## src/rtl/player_sprite_fetch.sv

```systemverilog
// rtl/player_sprite_fetch.sv - round-robin sprite row fetcher that streams ROM pixels to two requesters
//
// Ports:
//   clk, reset              clock and asynchronous active-high reset
//   req[1:0]                level row-fetch request per requester
//   row0, row1              requested sprite row for requester 0 / 1
//   ack[1:0], err           one-cycle grant pulse; err flags an out-of-range row
//   rom_player, rom_addr    ROM sprite select and read address
//   rom_data                ROM pixel, one cycle after the address
//   pix_valid, pix_id,      pixel strobe, owning requester, column and value
//   pix_col, pix_data
//   row_done                pulses with the last pixel of a row
//   busy                    high whenever a row is in flight

module player_sprite_fetch #(
    parameter int SPR_W  = 30,
    parameter int SPR_H  = 30,
    parameter int ADDR_W = 10
) (
    input  logic              clk,
    input  logic              reset,
    input  logic [1:0]        req,
    input  logic [4:0]        row0,
    input  logic [4:0]        row1,
    output logic [1:0]        ack,
    output logic              err,
    output logic              rom_player,
    output logic [ADDR_W-1:0] rom_addr,
    input  logic [3:0]        rom_data,
    output logic              pix_valid,
    output logic              pix_id,
    output logic [4:0]        pix_col,
    output logic [3:0]        pix_data,
    output logic              row_done,
    output logic              busy
);

    typedef enum logic [1:0] {
        IDLE  = 2'd0,
        FETCH = 2'd1,
        DRAIN = 2'd2
    } state_t;

    localparam logic [4:0]        COL_LAST   = 5'(SPR_W - 1);
    localparam logic [ADDR_W-1:0] ROW_STRIDE = ADDR_W'(SPR_W);

    state_t            state_q, state_d;
    logic [1:0]        ack_q, ack_d;
    logic              err_q, err_d;
    logic              last_grant_q, last_grant_d;
    logic              rom_player_q, rom_player_d;
    logic [ADDR_W-1:0] rom_addr_q, rom_addr_d;
    logic [4:0]        col_q, col_d;
    logic              pix_valid_q, pix_valid_d;
    logic              pix_id_q, pix_id_d;
    logic [4:0]        pix_col_q, pix_col_d;
    logic              row_done_q, row_done_d;

    // Arbitration: with both requesters asking, the one not served last wins.
    logic              win;
    logic [4:0]        win_row;
    logic              win_bad_row;
    logic [ADDR_W-1:0] win_base;

    always_comb begin
        win = 1'b0;
        if (req == 2'b11) begin
            win = ~last_grant_q;
        end else if (req[1]) begin
            win = 1'b1;
        end
        win_row     = win ? row1 : row0;
        win_bad_row = (int'(win_row) >= SPR_H);
        win_base    = ADDR_W'(win_row) * ROW_STRIDE;
    end

    always_comb begin
        state_d      = state_q;
        ack_d        = 2'b00;
        err_d        = 1'b0;
        last_grant_d = last_grant_q;
        rom_player_d = rom_player_q;
        rom_addr_d   = rom_addr_q;
        col_d        = col_q;
        pix_valid_d  = 1'b0;
        pix_id_d     = pix_id_q;
        pix_col_d    = pix_col_q;
        row_done_d   = 1'b0;

        unique case (state_q)
            IDLE: begin
                if (req != 2'b00) begin
                    ack_d        = win ? 2'b10 : 2'b01;
                    last_grant_d = win;
                    if (win_bad_row) begin
                        // Error grants are acknowledged but never touch the ROM.
                        err_d = 1'b1;
                    end else begin
                        state_d      = FETCH;
                        rom_player_d = win;
                        rom_addr_d   = win_base;
                        col_d        = 5'd0;
                    end
                end
            end

            FETCH: begin
                // The pixel for the column issued now appears next cycle.
                pix_valid_d = 1'b1;
                pix_id_d    = rom_player_q;
                pix_col_d   = col_q;
                if (col_q == COL_LAST) begin
                    row_done_d = 1'b1;
                    state_d    = DRAIN;
                end else begin
                    rom_addr_d = rom_addr_q + ADDR_W'(1);
                    col_d      = col_q + 5'd1;
                end
            end

            DRAIN: begin
                state_d = IDLE;
            end

            default: begin
                state_d = IDLE;
            end
        endcase
    end

    always_ff @(posedge clk or posedge reset) begin
        if (reset) begin
            state_q      <= IDLE;
            ack_q        <= 2'b00;
            err_q        <= 1'b0;
            last_grant_q <= 1'b1;
            rom_player_q <= 1'b0;
            rom_addr_q   <= '0;
            col_q        <= 5'd0;
            pix_valid_q  <= 1'b0;
            pix_id_q     <= 1'b0;
            pix_col_q    <= 5'd0;
            row_done_q   <= 1'b0;
        end else begin
            state_q      <= state_d;
            ack_q        <= ack_d;
            err_q        <= err_d;
            last_grant_q <= last_grant_d;
            rom_player_q <= rom_player_d;
            rom_addr_q   <= rom_addr_d;
            col_q        <= col_d;
            pix_valid_q  <= pix_valid_d;
            pix_id_q     <= pix_id_d;
            pix_col_q    <= pix_col_d;
            row_done_q   <= row_done_d;
        end
    end

    assign ack        = ack_q;
    assign err        = err_q;
    assign rom_player = rom_player_q;
    assign rom_addr   = rom_addr_q;
    assign pix_valid  = pix_valid_q;
    assign pix_id     = pix_id_q;
    assign pix_col    = pix_col_q;
    assign pix_data   = rom_data;
    assign row_done   = row_done_q;
    assign busy       = (state_q != IDLE);

endmodule

```

## config.mk

```make
export PLATFORM = sky130hd
export DESIGN_NAME = player_sprite_fetch
export DESIGN_NICKNAME = d
export VERILOG_FILES = /design/src/rtl/player_sprite_fetch.sv
export SDC_FILE = /design/constraint.sdc
export NUM_CORES = 1
export LEC_CHECK = 0
export CAP_MARGIN = 20
export CORE_ASPECT_RATIO = 1.75
export CORE_MARGIN = 2
export CORE_UTILIZATION = 40
export DETAILED_ROUTE_END_ITERATION = 8
export PLACE_DENSITY = 0.68
export REMOVE_ABC_BUFFERS = 1
export SLEW_MARGIN = 25
export SYNTH_ARGS = -nofsm -noshare
export SYNTH_HDL_FRONTEND = slang
export SYNTH_SLANG_ARGS = --single-unit
```

## constraint.sdc

```tcl
create_clock -name clk -period 3.45 [get_ports clk]
set_input_delay 0.345 -clock clk [delete_from_list [all_inputs] [get_ports clk]]
set_output_delay 0.345 -clock clk [all_outputs]
set_load 0.02 [all_outputs]
```

Word-level counts from Yosys, hierarchy flattened
Cells that the tools add are included.
{"block": "totals", "reg_bits": 30, "wordCells": 56}
{"block": "classes", "multipliers": 1, "reduce_logical": 8, "n_bitwise": 2, "eq_ne": 7, "muxes": 24, "order_cmp": 1, "add_sub_neg": 2}
{"op": "$mux 10", "n": 3}
{"op": "$mux 5", "n": 4}
{"op": "$pmux 10 s2", "n": 1}
{"op": "$mux 2", "n": 6}
{"op": "$add 10x1->10 const B", "n": 1}
{"op": "$pmux 5 s2", "n": 1}
{"op": "$mul 5x4->9 const B", "n": 1}
{"op": "$mux 1", "n": 8}
{"op": "$ne 2x2->1 const B", "n": 4}
{"op": "$reduce_and 3->1", "n": 2}
{"op": "$reduce_bool 2->1", "n": 3}
{"op": "$add 5x1->5 const B", "n": 1}
{"op": "$eq 5x5->1 const B", "n": 1}
{"op": "$ge 5x5->1 const B", "n": 1}
{"op": "$pmux 2 s2", "n": 1}
{"op": "$reduce_and 4->1", "n": 1}
{"op": "$eq 2x1->1 const B", "n": 1}
{"op": "$eq 2x2->1 const B", "n": 1}
{"op": "$logic_not 2->1", "n": 1}
{"op": "$not 1->1", "n": 2}
{"op": "$reduce_and 2->1", "n": 1}

Depth between registers and ports, before layout
Gate-level depths: netlist (run 1).
{"block": "depth", "depth_word": 7, "mapped_depth": 17}

Least setup slack after synthesis (run 1)
No wires, ideal clock.
{"block": "synth_path", "kind": "input -> register", "startpoint": "input req[1]", "endpoint": "register rom_addr_q[9], in the netlist rom_addr[9]", "t_arrival_ns": 3.373, "stages": 17, "setup_ns": 0.134, "path_buffers": 1, "path_slack_ns": -0.057, "t_required_ns": 3.316, "cell_sequence": "a21boi_1 -> clkbuf_4 -> mux2i_1 -> inv_1 -> ha_1 -> inv_1 -> ha_1 -> nor2_1 -> fa_1 -> inv_1 -> ha_1 -> nor2b_1 -> nor3_1 -> o21bai_1 -> a21oi_1 -> xor2_1 -> o221ai_2"}
{"block": "synth_via", "elab_chain_len": 7}
{"element": "start: declaration", "line_no": "22", "rtl": "input logic [1:0] req,"}
{"element": "$eq 2x2->1 / $mux 1 (equally long branches)", "line_no": "67, 69"}
{"element": "$mux 1", "line_no": "67", "rtl": "if (req == 2'b11) begin"}
{"element": "$mux 5", "line_no": "72", "rtl": "win_row = win ? row1 : row0;"}
{"element": "$mul 5x4->9", "line_no": "74", "rtl": "win_base = ADDR_W'(win_row) * ROW_STRIDE;"}
{"element": "$mux 10", "line_no": "95", "rtl": "if (win_bad_row) begin"}
{"element": "$mux 10", "line_no": "92", "rtl": "if (req != 2'b00) begin"}
{"element": "$pmux 10 s2", "line_no": "90", "rtl": "unique case (state_q)"}
{"element": "end signal: assignment", "line_no": "150", "rtl": "rom_addr_q <= rom_addr_d;"}
{"element": "end: declaration", "line_no": "52", "rtl": "logic [ADDR_W-1:0] rom_addr_q, rom_addr_d;"}
Parallel ways exist; a longest one is shown, timed or not. The select of a mux whose other input is x is not followed.
A chain may end at the register's enable or synchronous reset.

Worst setup path after layout (run 1)
{"block": "layout_path", "startpoint": "register last_grant_q", "endpoint": "register rom_addr_q[7], in the netlist rom_addr[7]"}
{"block": "layout_via", "elab_chain_len": 7}
{"element": "start: declaration", "line_no": "50", "rtl": "logic last_grant_q, last_grant_d;"}
{"element": "start signal: assignment", "line_no": "148", "rtl": "last_grant_q <= last_grant_d;"}
{"element": "$not 1->1 *", "line_no": "68", "rtl": "win = ~last_grant_q;"}
{"element": "$mux 1 *", "line_no": "67"}
{"element": "$mux 5 *", "line_no": "72"}
{"element": "$mul 5x4->9", "line_no": "74"}
{"element": "$mux 10", "line_no": "95"}
{"element": "$mux 10", "line_no": "92"}
{"element": "$pmux 10 s2", "line_no": "90"}
Mark *: on every way between the ends. The rest lies on a longest branch, timed or not. The select of a mux whose other input is x is not followed.

==> results.toml, run 1 <==
[status]
status = "finished clean"

[critical_path]
end_kind = "register"
worstPathRequired_ns = 3.59
cp_max_fo = 4
r2r_setup_slack_ns = 0.11
start_kind = "register"
critPathArrivalTime_ns = 3.47
worstSetupPathType = "reg -> reg"

[pwr]
power_density_mw_per_mm2 = 893
totalPowerFinal_mw = 2.51
leakagePower_nw = 1.30
peakVddDrop_mv = 0.654

[timing]
worst_slew_pin_slew_ns = 0.667
rsz0062_at_grt = "yes"
fin_crit_ns = 3.34
worst_slack_ns = 0.115
max_freq_mhz = 300
slew_headroom_pct = 55.5
slew_viol_final = 0
fin_crit_sh_pct = 96.7
skew_ns = 0.00266
setup_viol = 0
setup_tns_ns = 0
hold_violations = 0

[placed_design]
port_buffers = 36
place_congestion = 0.840
hpwl_mm = 3.55
pre_cts_ws_ns = -0.574

[finish]
seq_area_um2 = 752
nNetsFinal = 319
fin_util_pct = 57.0
diodes = 0
drive_above_1_share_pct = 24.1
multi_input_area_mm2 = 0.00123
syn_to_final_growth_pct = 39.3
n_fill_cell = 454

[run]
max_cap_violations = 0

[drt]
wl_per_cell_um = 14.1
drc = 0
ant_nets = 0
via_per_inst = 5.30
via_count = 1759
wl_mm = 4.69
drt_iter0_drc = 30
first_pass_iters = 4

[floorplan]
row_count = 34
die_width_um = 57.7
io_pins = 45
die_area_mm2 = 0.00566
fp.dieH_um = 98.0
core-area_mm2 = 0.00493
start_util_pct = 40.9

[grt]
grt_pass1_vias = 1789
grt_overflow_total = 0
grt_pass1_wl_mm = 7.89
grt_max_degree = 31
grt_usage_pct = 17.6
antenna_found_initial = 0

[logic_synthesis]
synthCells = 213
syn_area_mm2 = 0.00202
synth_edf_count = 0
synth.top_cell.area_share_pct = 35.9
ys_top_cells_by_count = "dfrtp_1, nand2_1, inv_1"
synth-async-reset-ratio_pct = 100
syn_area_per_cell_um2 = 9.48
ys_seq_area_share_pct = 37.2
yosysUniqueCellTypes = 50
yosys_warnings = 0
synth.largest_area_cell = "dfrtp_1"
ys.flop_type = "dfrtp_1"
ys_top_cells_by_area = "dfrtp_1, ha_1, nand2_1"
synth.most_common_cell = "dfrtp_1"
synth-seq-cells = 30

[clocking]
cts_tree = "done"
path_clk_slew_ns = 0.07
clk_latency_ns = 0.28
clock_path_buffers = 2
cts_sinks = 30
cts-htree-levels = 2
clockRootBuffer = "clkbuf_8"
cts_buffers = 5

[min_path]
min_path_type = "in -> async"
[area by class of cell]
type	instances	area share [%]
multi-input cells	153	43.7
flip-flops and latches	30	26.7
repair buffers	67	21.6
inverters	21	2.80
clock buffers	5	2.45
well taps	54	2.40
clock inverters	2	0.356
[final timing paths]
path | from | cells past startpoint | end
worst max register to register | last_grant_q$_DFFE_PP1P_ | 16 | rom_addr[7]$_DFFE_PP0P_
worst max-delay path | last_grant_q$_DFFE_PP1P_ | 16 | rom_addr[7]$_DFFE_PP0P_
min in group clk | last_grant_q$_DFFE_PP1P_ | 2 | last_grant_q$_DFFE_PP1P_
worst min register to register | last_grant_q$_DFFE_PP1P_ | 2 | last_grant_q$_DFFE_PP1P_
max in group asynchronous | reset | 3 | last_grant_q$_DFFE_PP1P_
worst min-delay path | reset | 3 | row_done$_DFF_PP0_
[registers in the layout, summed over array words and instances, names as in the netlist]
name and cells:
last_grant_q 1, rom_addr 10, pix_id 1, err 1, row_done 1, ack 2
state_q 2, pix_valid 1, col_q 5, rom_player 1, pix_col 5
[placed cells by master, fill, tap and decap left out, types with 4 or more instances in the layout]
cell type,count
xor2_1,5
ha_1,15
o22a_1,4
nand3_1,10
fa_1,4
a21oi_1,5
o21ai_1,10
clkbuf_8,5
nand2_1,28
o21bai_1,4
o21ai_0,4
dfrtp_1,29
clkdlybuf4s50_1,34
inv_1,18
nor2_1,12
buf_4,29
[metrics by stage]
stage	cell area [µm²]	hold slack (ns)	std cells
global route	2810	0.473	332
detailed placement	2620	0.451	323
CTS	2780	0.457	332
finish	2810	0.439	332
floorplan	1960	0.435	204
global placement	2620	0.452	323
[report_power, final]
group | total [mW] | internal [mW] | switching [mW] | leakage, nW
clock | 0.267 | 0.135 | 0.132 | 0.0438
sequential | 0.671 | 0.511 | 0.160 | 0.366
combinational | 1.57 | 0.781 | 0.793 | 0.890
[per-layer routing]
layer,GRT usage (%),up-vias,routed length (µm)
met3,2.78,6,123
met2,33.2,44,2710
li1,-,859,-
met5,0,-,0
met1,18.6,850,1800
met4,6.98,0,63
[kinds of logic after synthesis]
| family | count (synthesis) | synth area share [%] |
|---|---|---|
| AOI/OAI and AO/OA | 47 | 17.3 |
| muxes | 6 | 3.04 |
| and+or+nand+nor | 71 | 16.8 |
| buffers and inverters | 30 | 6.88 |
| DFF | 30 | 37.2 |
| adders and majority gates | 23 | 16.1 |
| xor gates and xnor gates | 6 | 2.60 |
[critical path: stages (launching register included)]
cell and delay (ns):
dfstp_2 0.54, a21boi_2 0.06, buf_6 0.13, mux2i_4 0.17
inv_1 0.10, ha_4 0.27, inv_2 0.04, ha_4 0.21
fa_1 0.53, inv_2 0.05, fa_2 0.38, nor2b_4 0.14
nor3_2 0.05, buf_4 0.13, a2bb2oi_2 0.13, a22oi_1 0.18
o21ai_1 0.08
[repair_timing]
item | 4_1_cts | 5_1_grt
endpoints found under the hold margin | 0 | 0
hold buffers | 0 | 0
resized for setup | 18 | 6
pin swaps | 10 | 4
endpoints found under the setup margin | 5 | 4
buffers inserted | 2 | 0
Note: power is estimated with default switching activity, not from simulation.
==> run 2, diff against run 1 <==
Settings changed: CORE_UTILIZATION 40 to 28, PLACE_DENSITY 0.68 to unset.
==> results.toml, run 2 (synthesized netlist as in run 1, its figures left out) <==
[status]
status = "finished clean"

[drt]
first_pass_iters = 4
drc = 0
via_per_inst = 4.74
via_count = 1762
drt_iter0_drc = 146
wl_per_cell_um = 13.4
wl_mm = 4.99
ant_nets = 0

[critical_path]
cp_max_fo = 5
start_kind = "register"
end_kind = "register"
critPathArrivalTime_ns = 3.50
worstPathRequired_ns = 3.62
worstSetupPathType = "reg -> reg"

[placed_design]
dpl-instance-area_mm2 = 0.00270
pre_cts_ws_ns = -0.522
place_congestion = 0.873
hpwl_mm = 3.83
port_buffers = 36

[floorplan]
start_util_pct = 28.5
die_area_mm2 = 0.00793
core-area_mm2 = 0.00708
die_width_um = 68.2
io_pins = 45
row_count = 41
fp.dieH_um = 116

[grt]
antenna_found_initial = 0
grt_usage_pct = 14.0
grt_overflow_total = 0
grt_max_degree = 31
grt_pass1_wl_mm = 8.34
grt_pass1_vias = 1777

[finish]
fin_util_pct = 41.9
final_common_cell = "buf_4"
largest_reg_flops = 10
diodes = 0
seq_area_um2 = 752
nNetsFinal = 326
n_fill_cell = 707
syn_to_final_growth_pct = 47.0
multi_input_area_mm2 = 0.00123
final_cell_mix = "buf_4, clkdlybuf4s50_1, dfrtp_1"
drive_above_1_share_pct = 26.2
finish.instance_area_mm2 = 0.00297

[clocking]
cts_buffers = 5
clock_path_buffers = 2
cts_hold_buf = 0
clk_latency_ns = 0.28
cts-htree-levels = 2
cts_sinks = 30
cts_tree = "done"
path_clk_slew_ns = 0.05
clockRootBuffer = "clkbuf_16"

[timing]
fin_crit_ns = 3.34
hold_violations = 0
slew_headroom_pct = 52.7
slew_viol_final = 0
worst_slack_ns = 0.113
worst_slew_pin_slew_ns = 0.708
fin_crit_sh_pct = 96.7
rsz0062_at_grt = "no"
skew_ns = 0.00721
setup_viol = 0
max_freq_mhz = 300

[pwr]
swShare_pct = 41.4
leakagePower_nw = 1.36
peakVddDrop_mv = 0.313
p_int_mw = 1.59
combPwrFrac_pct = 58.9
clockPowerShare_pct = 16.1
power_density_mw_per_mm2 = 914
seqPwrFrac_pct = 25.0
totalPowerFinal_mw = 2.71
switchingPower_mw = 1.12

[min_path]
min_path_type = "in -> async"

[run]
max_cap_violations = 0
==> run 2: cell types whose count changed in the layout (fill, tap and decap cells not counted), sizes merged <==
| cell | change |
|---|---|
| buf | +7 |
| clkinv | -1 |
| clkbuf | +2 |
==> run 2: power groups by stage <==
stage	combinational, mW	clock [mW]	sequential (mW)
2_1_floorplan	0.763	0	0.772
3_3_place_gp	1.45	0	0.677
3_5_place_dp	1.48	0	0.685
4_1_cts	1.55	0.441	0.681
5_1_grt	1.78	0.456	0.708
6_report	1.60	0.437	0.679
==> run 2: critical path, stage by stage (launching register included) <==
cell      delay (ns)
dfstp_2         0.53
a21boi_2        0.06
buf_6           0.14
mux2i_2         0.20
inv_1           0.10
ha_4            0.28
inv_2           0.04
ha_4            0.26
fa_1            0.43
ha_1            0.29
a21o_1          0.19
a21oi_2         0.16
o21bai_1        0.11
a21oi_2         0.17
xor2_1          0.20
o21ai_2         0.06
==> run 2: timing repair <==
item,in CTS,in global routing
pin swaps,10,7
endpoints found under the setup margin,5,2
buffers inserted,2,0
resized for setup,18,6
==> run 2: worst paths after layout <==
| path | start | slack (ns) | endpoint | cells past startpoint |
|---|---|---|---|---|
| min in group clk | last_grant_q$_DFFE_PP1P_ | 0.47 | last_grant_q$_DFFE_PP1P_ | 2 |
| setup reg to reg | last_grant_q$_DFFE_PP1P_ | 0.11 | rom_addr[8]$_DFFE_PP0P_ | 15 |
| hold / removal | reset | 0.44 | row_done$_DFF_PP0_ | 3 |
| setup / recovery | last_grant_q$_DFFE_PP1P_ | 0.11 | rom_addr[8]$_DFFE_PP0P_ | 15 |
| hold reg to reg | last_grant_q$_DFFE_PP1P_ | 0.47 | last_grant_q$_DFFE_PP1P_ | 2 |
| max in group asynchronous | reset | 2.69 | last_grant_q$_DFFE_PP1P_ | 3 |
==> run 2: stage by stage <==
stage / TNS (ns) / hold WS [ns] / instances
floorplan: -1.38 / 0.435 / 204
global placement: -2.06 / 0.452 / 362
detailed placement: -2.47 / 0.451 / 362
CTS: 0 / 0.459 / 372
global route: 0 / 0.488 / 372
finish: 0 / 0.441 / 372
==> run 2: cell type report <==
type	instances	area share [%]
clock buffers	7	4.81
clock inverters	1	0.169
inverters	21	2.66
multi-input cells	153	41.6
flip-flops and latches	30	25.3
well taps	86	3.63
repair buffers	74	21.8
==> run 2: layer usage <==
| metal | wire length [µm] | vias to the layer above | GRT usage [%] |
|---|---|---|---|
| li1 | - | 874 | - |
| met1 | 1820 | 842 | 15.2 |
| met2 | 2910 | 38 | 25.6 |
| met3 | 149 | 8 | 2.31 |
| met4 | 114 | 0 | 6.40 |
| met5 | 0 | - | 0 |
==> run 3, diff against run 2 <==
Settings changed: CORE_ASPECT_RATIO 1.75 to 1.5, SETUP_SLACK_MARGIN set to 0.4, SLEW_MARGIN 25 to unset.
==> results.toml, run 3 (synthesized netlist as in run 1, its figures left out) <==
[status]
status = "finished clean"

[drt]
met1_length_mm = 1.91
wl_mm = 4.73
wl_met3_um = 172
via_per_inst = 4.91
drc = 0
first_pass_iters = 4
ant_nets = 0
highest_layer = "met4"
via_count = 1778
drt_iter0_drc = 142
wl_met2_mm = 2.60
wl_per_cell_um = 13.1

[timing]
worst_slew_pin_slew_ns = 0.531
setup_viol = 0
max_freq_mhz = 302
slew_viol_final = 0
holdWs_ns = 0.431
fin_crit_sh_pct = 95.9
fin_crit_ns = 3.31
rsz0062_at_grt = "yes"
hold_violations = 0
slew_headroom_pct = 64.6
skew_ns = 0.00552

[critical_path]
crit_chain = "a21boi_2 > buf_6 > mux2i_2 > buf_4 > buf_6 > xor2_1 > ha_1 > inv_2 > fa_1 > inv_2 > ha_4 > nor2b_4 > nor3_4 > o21bai_1 > a21oi_1 > xor2_1 > o221ai_2"
crit_family = "adder cells"
critPathArrivalTime_ns = 3.47
worstSetupPathType = "reg -> reg"
worst-path-buf-inv = 5
cp_max_fo = 5
cp_slowest_stage_delay_ns = 0.54
worstPathRequired_ns = 3.61
cp_slowest_cell = "dfstp_2"
end_kind = "register"
start_kind = "register"

[clocking]
clockRootBuffer = "clkbuf_8"
cts_buffers = 5
cts_hold_buf = 0
cts_sinks = 30
cts-htree-levels = 2
cts_tree = "done"
clk_latency_ns = 0.28
path_clk_slew_ns = 0.06
clock_path_buffers = 2

[pwr]
swShare_pct = 41.7
totalPowerFinal_mw = 2.65
power_density_mw_per_mm2 = 906
combPwrFrac_pct = 62.0
seqPwrFrac_pct = 25.5
p_int_mw = 1.54
leakagePower_nw = 1.35
peakVddDrop_mv = 0.267
clockPowerShare_pct = 12.4
switchingPower_mw = 1.10

[grt]
grt_pass1_wl_mm = 8.00
grt_overflow_total = 0
grt_usage_pct = 13.0
antenna_found_initial = 0
grt_max_degree = 31
grt_pass1_vias = 1759

[placed_design]
placed_cells = 349
dpl-instance-area_mm2 = 0.00265
place_congestion = 0.809
hpwl_mm = 3.60
port_buffers = 36

[finish]
n_fill_cell = 693
drive_above_1_share_pct = 27.1
finish.instance_area_mm2 = 0.00292
final_common_cell = "clkdlybuf4s50_1"
nNetsFinal = 324
largest_reg_flops = 10
final_cell_mix = "clkdlybuf4s50_1, buf_4, dfrtp_1"
finalNonFillerCells = 362
diodes = 0
syn_to_final_growth_pct = 44.7

[run]
max_cap_violations = 0

[floorplan]
core-area_mm2 = 0.00694
die_width_um = 73.3
die_area_mm2 = 0.00792
start_util_pct = 29.1
io_pins = 45
fp.dieH_um = 108
row_count = 37

[min_path]
min_path_type = "in -> async"
run 3: cell types whose count changed in the layout (fill, tap and decap cells not counted), sizes merged:
| cell | change |
|---|---|
| clkinv | -1 |
| buf | -2 |
| clkbuf | +1 |
run 3: cell type report:
type / count / area, µm² / share of cell area, %
multi-input cells: 153 / 1240 / 42.4
inverters: 21 / 78.8 / 2.70
repair buffers: 72 / 643 / 22.0
flip-flops and latches: 30 / 752 / 25.7
clock buffers: 8 / 110 / 3.77
well taps: 78 / 97.6 / 3.34
run 3: stage by stage:
step                      setup slack [ns]  util, %  setup TNS [ns]
after floorplan                     -0.433        -           -1.38
after global placement              -0.450     38.2           -1.79
after detailed placement            -0.580     38.2           -2.30
after CTS                           0.0508     41.1               0
after global routing                0.0344     42.1               0
final                                0.141     42.1               0
run 3: worst min-delay path, cell delays in order:
cell	delay, ns
clkdlybuf4s50_1	0.39
inv_1	0.05
buf_4	0.34
run 3: final timing paths:
path / start / cells past startpoint / slack [ns] / to
min in group clk: last_grant_q$_DFFE_PP1P_ / 2 / 0.47 / last_grant_q$_DFFE_PP1P_
max in group asynchronous: reset / 3 / 2.70 / last_grant_q$_DFFE_PP1P_
worst min-delay path: reset / 3 / 0.43 / state_q[1]$_DFFE_PP0P_
worst max-delay path: last_grant_q$_DFFE_PP1P_ / 17 / 0.14 / rom_addr[9]$_DFFE_PP0P_
worst min register to register: last_grant_q$_DFFE_PP1P_ / 2 / 0.47 / last_grant_q$_DFFE_PP1P_
worst max register to register: last_grant_q$_DFFE_PP1P_ / 17 / 0.14 / rom_addr[9]$_DFFE_PP0P_
run 3: power groups by stage:
stage / clock network (mW) / registers [mW] / logic, mW
after floorplan: 0 / 0.772 / 0.763
after global placement: 0 / 0.676 / 1.43
after global routing: 0.356 / 0.701 / 1.81
final: 0.329 / 0.675 / 1.64
after CTS: 0.341 / 0.674 / 1.55
after detailed placement: 0 / 0.678 / 1.46
run 3: layer usage:
layer,track usage [%],up-vias
met5,0,-
li1,-,872
met3,2.61,4
met4,6.62,0
met1,14.4,856
met2,23.0,46
run 3: what timing repair did:
item	4_1_cts	5_1_grt
pin swaps	18	11
setup endpoints to repair	7	11
setup buffers	3	2
cloned	0	0
gates resized for setup	19	12
